$ cat config.mk
export PLATFORM = sky130hd
export DESIGN_NAME = fft_stage_agu
export DESIGN_NICKNAME = d
export VERILOG_FILES = /design/src/rtl/fft_pkg.sv /design/src/rtl/fft_delay_line.sv /design/src/rtl/fft_stage_agu.sv
export SDC_FILE = /design/constraint.sdc
export NUM_CORES = 1
export LEC_CHECK = 0
export CORE_MARGIN = 1
export CORE_UTILIZATION = 48
export CTS_BUF_LIST = sky130_fd_sc_hd__clkbuf_8
export CTS_CLUSTER_SIZE = 16
export DETAILED_ROUTE_END_ITERATION = 8
export MAX_ROUTING_LAYER = met4
export PLACE_DENSITY = 0.85
export SLEW_MARGIN = 20
export SYNTH_ARGS = -nofsm -noshare
export SYNTH_HDL_FRONTEND = slang
export SYNTH_SLANG_ARGS = --single-unit
$ cat constraint.sdc
create_clock -name clk -period 5.1 [get_ports clk]
set_clock_uncertainty 0.05 [all_clocks]
set_input_delay 1.02 -clock clk [delete_from_list [all_inputs] [get_ports clk]]
set_output_delay 1.02 -clock clk [all_outputs]
set_load 0.02 [all_outputs]
$ cat src/rtl/fft_pkg.sv
// Shared FFT definitions: stage-sequencer state encoding and size helpers used by the AGU,
// twiddle ROM and butterfly.
package fft_pkg;

  typedef enum logic [1:0] {
    StIdle,
    StRun,
    StDrain,
    StDone
  } agu_state_e;

  function automatic int unsigned log2n(input int unsigned n);
    return $clog2(n);
  endfunction

  function automatic int unsigned span(input int unsigned n, input int unsigned stage);
    return n >> (stage + 1);
  endfunction

  // Twiddle index width; the last stage has a single twiddle but keeps a 1-bit port.
  function automatic int unsigned tw_width(input int unsigned n, input int unsigned stage);
    int unsigned w;
    w = log2n(n) - stage - 1;
    return (w < 1) ? 1 : w;
  endfunction

endpackage

$ cat src/rtl/fft_delay_line.sv
// Free-running, reset-clearable shift register aligning write-back info with the butterfly result.
module fft_delay_line #(
  parameter int unsigned W   = 8,
  parameter int unsigned LAT = 4
) (
  input  logic         clk,
  input  logic         rst_n,
  input  logic [W-1:0] d_i,
  output logic [W-1:0] q_o
);

  logic [W-1:0] pipe_q [LAT];
  logic [W-1:0] pipe_d [LAT];

  always_comb begin
    pipe_d[0] = d_i;
    for (int i = 1; i < LAT; i++) begin
      pipe_d[i] = pipe_q[i-1];
    end
  end

  always_ff @(posedge clk or negedge rst_n) begin
    if (!rst_n) begin
      for (int i = 0; i < LAT; i++) begin
        pipe_q[i] <= '0;
      end
    end else begin
      for (int i = 0; i < LAT; i++) begin
        pipe_q[i] <= pipe_d[i];
      end
    end
  end

  assign q_o = pipe_q[LAT-1];

endmodule

$ cat src/rtl/fft_stage_agu.sv
// Radix-2 DIF stage address generator: walks groups/butterflies, issues read pairs with twiddle
// index, and replays the addresses as write-back once the butterfly result is ready.
module fft_stage_agu
  import fft_pkg::*;
#(
  parameter int unsigned FFT_N    = 1024,
  parameter int unsigned STAGE_NO = 0,
  parameter int unsigned PIPE_LAT = 4,
  localparam int unsigned LOG2N   = log2n(FFT_N),
  localparam int unsigned TW_W    = tw_width(FFT_N, STAGE_NO)
) (
  input  logic             clk,
  input  logic             rst_n,
  input  logic             start,
  input  logic             pair_ready,
  output logic             pair_valid,
  output logic [LOG2N-1:0] rd_addr_a,
  output logic [LOG2N-1:0] rd_addr_b,
  output logic [TW_W-1:0]  tw_addr,
  output logic             last_pair,
  output logic             wr_valid,
  output logic [LOG2N-1:0] wr_addr_a,
  output logic [LOG2N-1:0] wr_addr_b,
  output logic             busy,
  output logic             done
);

  localparam int unsigned SPAN     = span(FFT_N, STAGE_NO);
  localparam int unsigned SPAN_LOG = LOG2N - STAGE_NO - 1;
  localparam int unsigned JW       = TW_W;
  localparam int unsigned GW       = (STAGE_NO > 0) ? STAGE_NO : 1;
  localparam int unsigned DW       = 2 * LOG2N + 2;

  localparam logic [JW-1:0]    JMax     = JW'(SPAN - 1);
  localparam logic [GW-1:0]    GMax     = GW'((1 << STAGE_NO) - 1);
  localparam logic [LOG2N-1:0] SpanAddr = LOG2N'(SPAN);

  agu_state_e state_q, state_d;
  logic [JW-1:0] j_q, j_d;
  logic [GW-1:0] g_q, g_d;
  logic pair_valid_q, pair_valid_d;
  logic busy_q, busy_d;
  logic done_q, done_d;

  logic             hs;
  logic             is_last;
  logic [LOG2N-1:0] a_full;
  logic [LOG2N-1:0] b_full;
  logic [DW-1:0]    dly_in;
  logic [DW-1:0]    dly_out;
  logic             wr_last;

  assign hs      = pair_valid_q & pair_ready;
  assign is_last = (j_q == JMax) && (g_q == GMax);

  // a = g*2*span + j built by shift/OR: bit SPAN_LOG of a is always 0, so b = a | span.
  always_comb begin
    a_full = (LOG2N'(g_q) << (SPAN_LOG + 1)) | LOG2N'(j_q);
    b_full = a_full | SpanAddr;
  end

  always_comb begin
    j_d = j_q;
    g_d = g_q;
    if (hs) begin
      if (j_q == JMax) begin
        j_d = '0;
        g_d = (g_q == GMax) ? '0 : g_q + GW'(1);
      end else begin
        j_d = j_q + JW'(1);
      end
    end
  end

  always_comb begin
    state_d = state_q;
    unique case (state_q)
      StIdle:  if (start) state_d = StRun;
      StRun:   if (hs && is_last) state_d = StDrain;
      StDrain: if (wr_last) state_d = StDone;
      StDone:  state_d = StIdle;
      default: state_d = StIdle;
    endcase
    pair_valid_d = (state_d == StRun);
    busy_d       = (state_d != StIdle);
    done_d       = (state_d == StDone);
  end

  always_ff @(posedge clk or negedge rst_n) begin
    if (!rst_n) begin
      state_q      <= StIdle;
      j_q          <= '0;
      g_q          <= '0;
      pair_valid_q <= 1'b0;
      busy_q       <= 1'b0;
      done_q       <= 1'b0;
    end else begin
      state_q      <= state_d;
      j_q          <= j_d;
      g_q          <= g_d;
      pair_valid_q <= pair_valid_d;
      busy_q       <= busy_d;
      done_q       <= done_d;
    end
  end

  // Addresses are zeroed when not handshaking so idle write-back outputs stay at 0.
  assign dly_in = {hs, hs & is_last, hs ? a_full : '0, hs ? b_full : '0};

  fft_delay_line #(
    .W  (DW),
    .LAT(PIPE_LAT)
  ) u_wr_dly (
    .clk  (clk),
    .rst_n(rst_n),
    .d_i  (dly_in),
    .q_o  (dly_out)
  );

  assign wr_valid  = dly_out[DW-1];
  assign wr_last   = dly_out[DW-2];
  assign wr_addr_a = dly_out[2*LOG2N-1:LOG2N];
  assign wr_addr_b = dly_out[LOG2N-1:0];

  assign pair_valid = pair_valid_q;
  assign rd_addr_a  = pair_valid_q ? a_full : '0;
  assign rd_addr_b  = pair_valid_q ? b_full : '0;
  assign last_pair  = pair_valid_q & is_last;
  assign busy       = busy_q;
  assign done       = done_q;

  if (SPAN == 1) begin : g_tw_tied
    assign tw_addr = '0;
  end else begin : g_tw_cnt
    assign tw_addr = pair_valid_q ? j_q : '0;
  end

endmodule
==> impl_metrics.ini <==
[floorplan]
dieArea_sq_mm = 0.00486
die_h_um = 69.7
initial_core_util_pct = 50.2
core_area_sq_mm = 0.00438
row_count = 24
die_x_um = 69.7
ios = 58

[synthesis]
syn_area_per_cell_sq_um = 12.6
synth_edf_count = 0
netlist.area_leader.share_pct = 66.0
yosysMostFrequentCell = dfrtp_1
yosys-top-cells-count = dfrtp_1 (58), buf_4 (40), and2_1 (11)
syn-instance-count = 175
synthesis.area_sq_mm = 0.00220
ys_types = 27
synth_seq_cells = 58
synth_top_cell_by_area = dfrtp_1
ys_warn_count = 0
synth-main-ff-cell = dfrtp_1
ys_seq_area_share_pct = 66.0
synth_area_leaders = dfrtp_1 (66%), buf_4 (14%), and2_1 (3.1%), and3_1 (2.6%), o21ai_0 (2.0%)
synth-async-reset-ratio_pct = 100

[global_routing]
gr-usage-all-layers_pct = 15.8
met3_usage_pct = 7.56
grt_max_degree = 59
grt_pass1_wl_mm = 5.58
grt_pass1_vias = 1183
grtUsageMet2_pct = 23.5
grt-ovfl-total = 0
grt_use_met1_pct = 18.9
grt_most_used_layer = met2
antenna_found_initial = 0

[clock_tree]
clk_path_buf_depth = 2
insertion_delay_ns = 0.32
cts_root_buffer = clkbuf_8
cts_setup_buffers = 0
cts_tree = done
numCtsBuffers = 9
clock_sinks = 58
ctsResizeCount = 0
clk_pin_slew_worst_paths_ns = 0.06
cts_max_level = 3
post_cts_hold_buffer_count = 0

[placed_design]
place_ws_ns = 2.05
io_buffers = 55
gp_congestion = 0.900
dp_hpwl_mm = 2.09

[layout]
diodes = 0
syn2layout_area_growth_pct = 24.9
num-nets-final = 205
drive_gt1_share_pct = 9.80

[timing]
period_share_pct = 67.4
timing.final.ws_setup_ns = 1.66
fmax_ghz = 0.291
tns_ns = 0
setup_violations = 0
worst_pin_slew_ns = 0.687
rsz0062_at_grt = no
finalMaxSlewViolations = 0
hold_violations = 0
post-route-min-period_ns = 3.44
slew_headroom_pct = 54.2

[status]
status = finished, final reports clean

[drt]
wire_per_inst_um = 12.8
drt_iter0_drc = 49
drt-total-wl_mm = 3.27
drc = 0
antenna_left = 0
drt_pass1_iterations = 4
viasPerCell = 4.80
vias = 1229

[power_and_ir_drop]
peakVddDrop_v = 0.000229
pwr_density_cell_mw_per_mm2 = 354
leakagePower_nw = 1.32

[worst_setup_path]
cpMostUsedCell = ha_1
critPathArrivalTime_ns = 2.37
slowest_delay_ns = 0.60
cp_num_buf_inv = 1
critPathSlowestCell = clkdlybuf4s50_1
path_delay_family = buffers and inverters
critPathKind = register to output port
crit_chain = ha_1, nand2_1, nor3_1, ha_1, and2_1, clkdlybuf4s50_1
path_max_fanout = 7
startpoint_type = register
endpoint_kind = output port
required_ns = 4.03

[hold_path]
worstHoldPathType = register to register

[job]
drv_cap = 0
==> layer usage <==
metal	wire [um]	up-vias
met4	31	0
met5	0	-
met1	1430	585
li1	-	584
met2	1570	56
met3	240	4
==> where the power goes <==
group | leakage (nW) | internal (mW) | switching [mW]
combinational | 0.408 | 0.00221 | 0.0109
clock | 0.120 | 0.324 | 0.176
sequential | 0.795 | 0.460 | 0
==> flip-flops by register name, indices dropped and copies added (netlist names) <==
register and count:
done 1, state_q 2, u_wr_dly.q_o 11, j_q 9
pair_valid 1, u_wr_dly.pipe_d 33, busy 1
==> through the flow <==
stage	util (%)	cell area (sq um)	hold slack, ns	power (mW)	instances
floorplan	-	2200	0.281	0.472	176
global placement	57.2	2510	0.282	0.482	240
detailed placement	57.2	2510	0.285	0.482	240
CTS	62.6	2750	0.299	0.985	256
global route	62.6	2750	0.300	1.01	256
finish	62.6	2750	0.295	0.973	256
==> cell usage in the layout (no fill, tap or decap), types with 2 or more instances in the layout <==
cell type,instances
clkdlybuf4s50_1,54
a21oi_1,4
and2_1,11
dfrtp_1,58
nand2b_1,2
ha_1,2
conb_1,2
nand2_1,9
inv_1,3
or4_1,3
o31ai_1,2
nand3_1,4
nor2_1,2
clkbuf_8,9
nor3_1,2
clkinv_2,2
bufinv_16,3
o21ai_0,9
and3_1,9
==> area by class of cell <==
cell class	count	area [sq um]
Fill cell	353	1640
Sequential cell	58	1450
Tap cell	52	65.1
Inverter	3	11.3
Clock inverter	7	116
Clock buffer	9	124
Timing Repair Buffer	56	553
Multi-Input combinational cell	71	425
==> logic make-up after synthesis <==
group / synth area share, %
AOI/OAI and AO/OA: 3.98
adders and majority gates: 1.14
buffers and inverters: 14.8
DFF: 66.0
muxes: 0.967
other: 0.170
and+or+nand+nor: 12.9
==> final timing paths <==
kind / start / end / slack [ns] / cells past startpoint
setup / recovery: j_q[0] / last_pair / 1.66 / 6
setup reg to reg: j_q[0] / state_q[0] / 3.06 / 7
min in group asynchronous: rst_n / u_wr_dly.q_o[18] / 0.78 / 2
hold reg to reg: u_wr_dly.pipe_d[9] / u_wr_dly.q_o[9] / 0.29 / 0
max in group asynchronous: rst_n / j_q[1] / 3.77 / 2
hold / removal: u_wr_dly.pipe_d[9] / u_wr_dly.q_o[9] / 0.29 / 0
No activity file was read; power rests on OpenSTA's default activity.
